File: src/rtl/lcd_panel_seq.sv
// ---------------------------------------------------------------------------
// lcd_panel_seq
//
// Power-up/shutdown sequencer and test-pattern scheduler for the 480x272 RGB
// LCD path. Gates the pixel timing generator, drives DISP and backlight in a
// frame-counted order, and selects the active test pattern. Pattern changes
// are applied only at frame boundaries.
//
// Ports
//   PixelClk     in   pixel clock, all logic on its rising edge
//   nRST         in   asynchronous active-low reset
//   enable       in   level, 1 = panel requested on
//   frame_start  in   one-cycle pulse at the first clock of each frame
//   next_req     in   one-cycle pulse, request the next pattern
//   auto_en      in   level, 1 = advance every AUTO_FRAMES frames
//   timing_en    out  timing generator counter enable
//   LCD_DISP     out  panel display enable
//   LCD_BL       out  backlight enable
//   pattern_sel  out  active pattern index
//   ready        out  1 while the panel is fully on (RUN)
// ---------------------------------------------------------------------------
module lcd_panel_seq #(
    parameter int PWR_FRAMES   = 2,
    parameter int BL_FRAMES    = 3,
    parameter int OFF_FRAMES   = 2,
    parameter int AUTO_FRAMES  = 60,
    parameter int NUM_PATTERNS = 4
) (
    input  logic       PixelClk,
    input  logic       nRST,
    input  logic       enable,
    input  logic       frame_start,
    input  logic       next_req,
    input  logic       auto_en,
    output logic       timing_en,
    output logic       LCD_DISP,
    output logic       LCD_BL,
    output logic [1:0] pattern_sel,
    output logic       ready
);

    typedef enum logic [2:0] {
        S_OFF,
        S_PWR_WAIT,
        S_BL_WAIT,
        S_RUN,
        S_SHUTDOWN
    } state_t;

    // Terminal counts: the frame_start seen with the counter at these values
    // is the one that completes the phase.
    localparam logic [7:0] PWR_LAST  = 8'(PWR_FRAMES - 1);
    localparam logic [7:0] BL_LAST   = 8'(BL_FRAMES - 1);
    localparam logic [7:0] OFF_LAST  = 8'(OFF_FRAMES - 1);
    localparam logic [7:0] AUTO_LAST = 8'(AUTO_FRAMES - 1);
    localparam logic [1:0] PAT_LAST  = 2'(NUM_PATTERNS - 1);

    state_t     state, state_nxt;
    logic [7:0] fc, fc_nxt;
    logic [7:0] ac, ac_nxt;
    logic       pend, pend_nxt;
    logic [1:0] pat_nxt;
    logic       adv;
    logic       te_nxt, disp_nxt, bl_nxt, rdy_nxt;

    // Next-state, counters and output decode.
    always_comb begin
        // NOTE: every signal gets a default first so no path through the
        // case/if tree leaves it unassigned (which would infer a latch).
        state_nxt = state;
        fc_nxt    = fc;
        ac_nxt    = ac;
        pend_nxt  = pend;
        pat_nxt   = pattern_sel;
        adv       = 1'b0;
        te_nxt    = 1'b0;
        disp_nxt  = 1'b0;
        bl_nxt    = 1'b0;
        rdy_nxt   = 1'b0;

        case (state)
            S_OFF: begin
                if (enable) state_nxt = S_PWR_WAIT;
            end
            S_PWR_WAIT: begin
                if (!enable)                          state_nxt = S_SHUTDOWN;
                else if (frame_start && fc == PWR_LAST) state_nxt = S_BL_WAIT;
            end
            S_BL_WAIT: begin
                if (!enable)                          state_nxt = S_SHUTDOWN;
                else if (frame_start && fc == BL_LAST)  state_nxt = S_RUN;
            end
            S_RUN: begin
                if (!enable) state_nxt = S_SHUTDOWN;
            end
            S_SHUTDOWN: begin
                // enable is deliberately ignored until OFF is reached.
                if (frame_start && fc == OFF_LAST) state_nxt = S_OFF;
            end
            default: state_nxt = S_OFF;
        endcase

        // Frame counter restarts on every phase change so each phase counts
        // its own frames from zero.
        if (state_nxt != state)
            fc_nxt = 8'd0;
        else if (frame_start &&
                 (state == S_PWR_WAIT || state == S_BL_WAIT || state == S_SHUTDOWN))
            fc_nxt = fc + 8'd1;

        // One advance per frame boundary, whatever combination of pending
        // request, same-cycle request and auto timeout triggered it.
        adv = (state == S_RUN) && frame_start &&
              (pend || next_req || (auto_en && ac == AUTO_LAST));

        if (state != S_RUN || adv) pend_nxt = 1'b0;
        else if (next_req)         pend_nxt = 1'b1;

        if (state != S_RUN || !auto_en || adv) ac_nxt = 8'd0;
        else if (frame_start)                  ac_nxt = ac + 8'd1;

        if (adv) pat_nxt = (pattern_sel == PAT_LAST) ? 2'd0 : pattern_sel + 2'd1;

        // NOTE: outputs are decoded from the next state and registered, so
        // they change on the same edge as the state and never glitch.
        case (state_nxt)
            S_PWR_WAIT, S_BL_WAIT, S_SHUTDOWN: begin
                te_nxt   = 1'b1;
                disp_nxt = 1'b1;
            end
            S_RUN: begin
                te_nxt   = 1'b1;
                disp_nxt = 1'b1;
                bl_nxt   = 1'b1;
                rdy_nxt  = 1'b1;
            end
            default: ;
        endcase
    end

    // NOTE: sequential state uses non-blocking assignments only, so all
    // registers update together from values sampled before the edge.
    always_ff @(posedge PixelClk or negedge nRST) begin
        if (!nRST) begin
            state       <= S_OFF;
            fc          <= 8'd0;
            ac          <= 8'd0;
            pend        <= 1'b0;
            pattern_sel <= 2'd0;
            timing_en   <= 1'b0;
            LCD_DISP    <= 1'b0;
            LCD_BL      <= 1'b0;
            ready       <= 1'b0;
        end else begin
            state       <= state_nxt;
            fc          <= fc_nxt;
            ac          <= ac_nxt;
            pend        <= pend_nxt;
            pattern_sel <= pat_nxt;
            timing_en   <= te_nxt;
            LCD_DISP    <= disp_nxt;
            LCD_BL      <= bl_nxt;
            ready       <= rdy_nxt;
        end
    end

endmodule
File: config.mk
export PLATFORM = sky130hd
export DESIGN_NAME = lcd_panel_seq
export DESIGN_NICKNAME = d
export VERILOG_FILES = /design/src/rtl/lcd_panel_seq.sv
export SDC_FILE = /design/constraint.sdc
export NUM_CORES = 1
export LEC_CHECK = 0
export BUFFER_PORTS_ARGS = -buffer_cell sky130_fd_sc_hd__buf_4
export CELL_PAD_IN_SITES_DETAIL_PLACEMENT = 1
export CELL_PAD_IN_SITES_GLOBAL_PLACEMENT = 2
export CORE_MARGIN = 4
export CORE_UTILIZATION = 38
export DETAILED_ROUTE_END_ITERATION = 10
export PLACE_DENSITY = 0.84
export SETUP_SLACK_MARGIN = 0.5
export SLEW_MARGIN = 30
export SYNTH_ARGS = -nofsm -noshare
export SYNTH_HDL_FRONTEND = slang
export SYNTH_SLANG_ARGS = --single-unit
File: constraint.sdc
create_clock -name PixelClk -period 2.1 [get_ports PixelClk]
set_input_delay 0.315 -clock PixelClk [delete_from_list [all_inputs] [get_ports PixelClk]]
set_output_delay 0.315 -clock PixelClk [all_outputs]
set_load 0.005 [all_outputs]
==> results.sh, run 1 <==
export IMPL_worst_setup_path_start_kind="flop"
export IMPL_fillers=375
export IMPL_layout_setup_ws_ps=363.5
export IMPL_cp_data_arrival_time_ps=1960
export IMPL_cts_tree="yes"
export IMPL_synthesis_instances=130
export IMPL_placement_rows=21
export IMPL_h_tree_depth=1
export IMPL_grtUsageTotal_pct=15.89
export IMPL_setup_worst_path_class="flop to flop"
export IMPL_placement_cell_area_mm2=0.001465
export IMPL_wirelength_um=3593
export IMPL_final_instance_area_mm2=0.001740
export IMPL_synth_lib_cells_used_distinct=42
export IMPL_placeable_core_region_mm2=0.003390
export IMPL_fp_dieArea_mm2=0.004596
export IMPL_critical_path_endpoint_category="flop"
export IMPL_syn_avg_cell_area_um2=10.45
export IMPL_finalSetupViolCount=0
export IMPL_fmaxAchievable_ghz=0.5759
export IMPL_layout_drive_gt1_share_pct=40.25
export IMPL_ff2ff_path_depth=6
export IMPL_syn_num_nets=141
export IMPL_total_power_mw=1.277
export IMPL_yosys_warning_total=0
export IMPL_clock_path_buffers=2
export IMPL_nets=171
export IMPL_slew_headroom_pct=57.75
export IMPL_wire_per_inst_um=17.53
export IMPL_rsz0062_at_grt="true"
export IMPL_grt_overflow_total=0
export IMPL_post_layout_utilization_of_the_core_pct=51.35
export IMPL_timing_worst_slew_pin_value_ps=631.0
export IMPL_worst_path_max_fanout=8
export IMPL_io_pin_count=12
export IMPL_port_buffers=11
export IMPL_antenna_violating_nets_post_route=0
export IMPL_root_buffer="clkbuf_4"
export IMPL_insertion_delay_ps=320
export IMPL_die_h_um=67.80
export IMPL_time_the_worst_path_needs_with_i_o_delays_and_setup_ps=1736
export IMPL_slowest_stage="dfrtp_1"
export IMPL_layout_area_overhead_vs_synth_pct=28.08
export IMPL_drv_max_cap_violation_count=0
export IMPL_die_width_um=67.80
export IMPL_num_vias=1124
export IMPL_place_inst=181
export IMPL_viasPerCell=5.483
export IMPL_syn_cell_area_mm2=0.001359
export IMPL_synth_seq_area_share_pct=44.20
export IMPL_number_of_antenna_violations_at_the_first_check_in_global_routing=0
export IMPL_hold_path_class="primary input to flop"
export IMPL_min_period_over_period_pct=82.69
export IMPL_place_congestion=0.7649
export IMPL_flip_flop_and_latch_count_after_synthesis=24
export IMPL_hold_path_depth=2
export IMPL_clock_skew_final_ps=11.34
export IMPL_run_status="finished clean"
export IMPL_finalHoldViolations=0
export IMPL_initialDrtViolationCount=56
export IMPL_data_required_time_at_the_worst_endpoint_ps=2330
export IMPL_antennaDiodeCount=0
export IMPL_leakagePower_nw=0.7384
export IMPL_place_worst_setup_slack_ps=222.9
export IMPL_max_vdd_ir_drop_uv=289.1
export IMPL_crit_path_max_incr_delay_ps=460
export IMPL_numClockSinks=24
export IMPL_grt_start_max_net_pins=25
export IMPL_number_of_clock_buffers_inserted_by_tritoncts=3
export IMPL_critical_path_cell_chain="nor4b_4, buf_4, nand3b_4, a311oi_4, buf_6, a21oi_1"
export IMPL_cts_clk_slew_worst_paths_ps=150
export IMPL_floorplan_initialDensity_pct=40.09
export IMPL_setup_tns_ps=0
export IMPL_via_count_of_the_first_global_routing_pass=1131
export IMPL_report_final_slew_viol_count=0
export IMPL_drc_errors=0
export IMPL_fin_worst_hold_slack_ps=192.9
export IMPL_global_route_wire_length_before_repair_um=5554
export IMPL_detail_placement_hpwl_um=2159
export IMPL_p_per_area_mw_per_mm2=733.6
export IMPL_detail_route_first_pass_iterations=4
export IMPL_layout_cells_non_filler=205
## worst max-delay path, delay by kind of cell (launching register included)
kind	cells	cell delay (ps)
buf+inv	2	390
flops	1	460
compound gates	2	280
simple gates	2	510
## final timing paths
check / start / end / slack (ps)
min in group asynchronous: nRST / fc[1]$_DFFE_PN0P_ / 420
worst max-delay path: fc[6]$_DFFE_PN0P_ / fc[5]$_DFFE_PN0P_ / 360
worst max register to register: fc[6]$_DFFE_PN0P_ / fc[5]$_DFFE_PN0P_ / 360
max in group asynchronous: nRST / state[2]$_DFF_PN0_ / 1400
worst min-delay path: enable / state[2]$_DFF_PN0_ / 190
worst min register to register: pattern_sel[1]$_DFFE_PN0P_ / pattern_sel[1]$_DFFE_PN0P_ / 560
## cell usage in the layout, fill, tap and decap left out, types with 2 or more instances in the layout
cell / instances
dfrtp_2: 3
a21oi_1: 7
nor2_4: 3
nand3_1: 4
inv_1: 4
mux2_4: 2
o31ai_1: 2
nand4_1: 3
nor2_1: 11
clkbuf_4: 3
ha_1: 4
nor4b_4: 2
dfrtp_1: 21
a21oi_2: 2
or3_1: 4
o21ai_0: 6
nand2_1: 8
buf_4: 27
xor2_1: 4
xnor2_1: 5
or2_2: 2
buf_6: 3
nor2_2: 4
## registers in the layout, summed over array words and instances (netlist names)
register	cells
ac	8
state	3
pend	1
fc	8
pattern_sel	2
LCD_DISP	1
ready	1
## routing by layer
layer / share of wire (%) / track usage, % / routed length (µm)
met1: 44 / 19.69 / 1588
met2: 51 / 28.55 / 1822
met3: 3.4 / 2.662 / 122
met4: 1.6 / 3.722 / 59
met5: 0 / 0 / 0
## cells in the mapped netlist
cell type,instances,share of area [%]
dfrtp_1,24,44
nor2_1,18,5.0
a21oi_1,8,2.9
nand2_1,8,2.2
o21ai_0,6,2.2
buf_4,5,2.8
ha_1,5,4.6
xnor2_1,5,3.2
inv_1,4,1.1
nand3_1,4,1.5
or3_1,4,1.8
xor2_1,4,2.6
nand4_1,3,1.4
mux2_1,2,1.7
o31ai_1,2,1.1
or2_2,2,0.92
a2111o_1,1,0.83
a21oi_2,1,0.64
a311oi_1,1,0.64
a311oi_4,1,1.9
a31oi_1,1,0.46
and2b_1,1,0.55
and3_2,1,0.55
buf_6,1,0.83
mux2i_1,1,0.74
nand3_2,1,0.74
nand3b_1,1,0.55
nand3b_2,1,0.83
nor2b_1,1,0.46
nor3_1,1,0.37
nor4_1,1,0.46
nor4b_1,1,0.64
nor4b_2,1,1.1
nor4b_4,1,1.7
o2111ai_1,1,0.64
o211ai_1,1,0.55
o211ai_2,1,0.92
o21ai_2,1,0.64
o21ai_4,1,1.2
or4_4,1,0.83
or4b_1,1,0.74
xor2_2,1,1.2
## area by class of cell
type / count / area [µm²] / share of cell area (%)
multi-input combinational: 96 / 780.7 / 44.86
inverter: 4 / 15.01 / 0.8627
tap: 46 / 57.56 / 3.307
clock buffer: 4 / 36.28 / 2.085
sequential: 24 / 604.3 / 34.72
timing repair buffer: 31 / 246.5 / 14.16
## power breakdown
group	internal, mW	switching [mW]
clock network	0.106	0.148
registers	0.505	0.0767
logic	0.216	0.225
## repair_timing
item                                   CTS  global route
gates resized for setup                  8            15
hold buffers                             1             0
pin swaps                                9             8
setup endpoints to repair               18            18
buffers inserted                        12             7
endpoints found under the hold margin   24             0
## kinds of logic after synthesis
logic type | Yosys count | synth area share (%)
XOR/XNOR | 10 | 6.998
AND/OR/NAND/NOR | 52 | 22.38
adder cells (fa/ha/maj) | 5 | 4.604
flip-flops | 24 | 44.20
multiplexers | 3 | 2.394
AO/OA/AOI/OAI | 26 | 14.73
buffers and inverters | 10 | 4.696
No activity file was read; power rests on OpenSTA's default activity.
==> run 2: changes to the inputs <==
--- a/config.mk
+++ b/config.mk
@@ -9,9 +9,9 @@
 export CELL_PAD_IN_SITES_DETAIL_PLACEMENT = 1
 export CELL_PAD_IN_SITES_GLOBAL_PLACEMENT = 2
 export CORE_MARGIN = 4
-export CORE_UTILIZATION = 38
+export CORE_UTILIZATION = 34
 export DETAILED_ROUTE_END_ITERATION = 10
-export PLACE_DENSITY = 0.84
+export PLACE_DENSITY = 0.8
 export SETUP_SLACK_MARGIN = 0.5
 export SLEW_MARGIN = 30
 export SYNTH_ARGS = -nofsm -noshare
==> constraint.sdc (replaced) <==
create_clock -name PixelClk -period 1.5 [get_ports PixelClk]
set_input_delay 0.225 -clock PixelClk [delete_from_list [all_inputs] [get_ports PixelClk]]
set_output_delay 0.225 -clock PixelClk [all_outputs]
set_load 0.005 [all_outputs]
==> results.sh, run 2 (synthesis gave the netlist of run 1 again) <==
export IMPL_cts_clk_slew_worst_paths_ps=90
export IMPL_post_layout_utilization_of_the_core_pct=51.23
export IMPL_rsz0062_at_grt="true"
export IMPL_fmaxAchievable_ghz=0.5995
export IMPL_io_pin_count=12
export IMPL_layout_area_overhead_vs_synth_pct=42.17
export IMPL_die_h_um=71.22
export IMPL_drc_errors=0
export IMPL_viasPerCell=5.171
export IMPL_place_inst=211
export IMPL_clock_skew_final_ps=4.603
export IMPL_leakagePower_nw=0.8445
export IMPL_number_of_clock_buffers_inserted_by_tritoncts=3
export IMPL_die_width_um=71.22
export IMPL_via_count_of_the_first_global_routing_pass=1226
export IMPL_grtUsageTotal_pct=14.28
export IMPL_critical_path_endpoint_category="flop"
export IMPL_layout_setup_ws_ps=-167.9
export IMPL_floorplan_initialDensity_pct=36.03
export IMPL_numClockSinks=24
export IMPL_placement_rows=22
export IMPL_violations="setup timing"
export IMPL_data_required_time_at_the_worst_endpoint_ps=1650
export IMPL_timing_worst_slew_pin_value_ps=524.9
export IMPL_layout_common_cells="33 x buf_4, 22 x dfrtp_1, 11 x buf_6, 10 x nor2_1, 8 x nor2_2"
export IMPL_drv_max_cap_violation_count=0
export IMPL_detail_route_first_pass_iterations=4
export IMPL_grt_overflow_total=0
export IMPL_hold_path_class="primary input to flop"
export IMPL_time_the_worst_path_needs_with_i_o_delays_and_setup_ps=1668
export IMPL_place_congestion=0.7949
export IMPL_root_buffer="clkbuf_8"
export IMPL_antennaDiodeCount=0
export IMPL_place_worst_setup_slack_ps=-169.4
export IMPL_num_vias=1148
export IMPL_placeable_core_region_mm2=0.003771
export IMPL_min_period_over_period_pct=111.2
export IMPL_worst_path_max_fanout=8
export IMPL_biggestRegsByFlops="ac: 8 flops, fc: 8 flops, state: 3 flops"
export IMPL_layout_cells_non_filler=222
export IMPL_cts_tree="yes"
export IMPL_initialDrtViolationCount=38
export IMPL_fillers=407
export IMPL_finalSetupViolCount=18
export IMPL_wirelength_um=3630
export IMPL_multi_input_area_um2=797.0
export IMPL_finalHoldViolations=0
export IMPL_clock_path_buffers=2
export IMPL_port_buffers=11
export IMPL_layout_drive_gt1_share_pct=48.85
export IMPL_run_status="finished, violations left"
export IMPL_insertion_delay_ps=270
export IMPL_detail_placement_hpwl_um=2411
export IMPL_p_per_area_mw_per_mm2=1061
export IMPL_slew_headroom_pct=64.85
export IMPL_report_final_slew_viol_count=0
export IMPL_worst_setup_path_start_kind="flop"
export IMPL_wire_per_inst_um=16.35
export IMPL_setup_tns_ps=-2758
export IMPL_number_of_antenna_violations_at_the_first_check_in_global_routing=0
export IMPL_setup_worst_path_class="flop to flop"
export IMPL_fp_dieArea_mm2=0.005072
export IMPL_grt_start_max_net_pins=25
export IMPL_global_route_wire_length_before_repair_um=5733
export IMPL_register_area_um2=603.1
export IMPL_h_tree_depth=1
export IMPL_cp_data_arrival_time_ps=1820
export IMPL_antenna_violating_nets_post_route=0
export IMPL_max_vdd_ir_drop_uv=404.1
export IMPL_nets=186
export IMPL_final_common_cell="buf_4"
run 2: report_power, final:
group	switching [mW]	total [mW]	internal (mW)
Sequential	0.0682	0.773	0.705
Clock	0.219	0.454	0.235
Combinational	0.388	0.822	0.434
run 2: path summary, 6_finish.rpt:
kind,slack (ps),cells after the start,end,from
max,-170,7,fc[3]$_DFFE_PN0P_,fc[0]$_DFFE_PN0P_
max reg2reg,-170,7,fc[3]$_DFFE_PN0P_,fc[0]$_DFFE_PN0P_
min,160,2,state[2]$_DFF_PN0_,enable
max in group asynchronous,850,2,state[1]$_DFF_PN0_,nRST
min in group asynchronous,380,2,pend$_DFFE_PN0P_,nRST
min reg2reg,590,1,pattern_sel[1]$_DFFE_PN0P_,pattern_sel[1]$_DFFE_PN0P_
run 2: cell type report:
type	instances	share of cell area [%]
flip-flops and latches	24	31.22
inverters	4	0.7772
clock buffers	4	2.850
multi-input cells	96	41.26
well taps	48	3.109
repair buffers	46	20.79
run 2: routing by layer:
metal | global-route usage, % | vias up | share of wire, %
met1 | 16.93 | 588 | 44
li1 | - | 546 | -
met5 | 0 | - | 0
met3 | 1.683 | 4 | 1.5
met2 | 26.53 | 10 | 54
met4 | 4.593 | 0 | 1.2
run 2: timing repair:
item | CTS | global route
endpoints found under the setup margin | 30 | 30
pin swaps | 4 | 5
setup buffers | 3 | 3
endpoints found under the hold margin | 24 | 0
hold buffers | 1 | 0
resized for setup | 16 | 20
gates cloned | 0 | 0
run 2: per-stage QoR:
step	power (mW)	hold slack (ps)	cell area (µm²)
floorplan	1.155	-70.59	1374
global placement	1.383	145.7	1678
detailed placement	1.406	147.6	1678
CTS	1.963	158.5	1831
global route	2.178	165.2	1932
finish	2.049	160.8	1932
run 2: worst max-delay path, cell delays in order, from the launching register on:
cell and delay [ps]:
dfrtp_1 410, inv_1 90, ha_1 160, nor4b_4 240, a21oi_1 150, a311oi_4 290
buf_6 170, a21oi_1 50
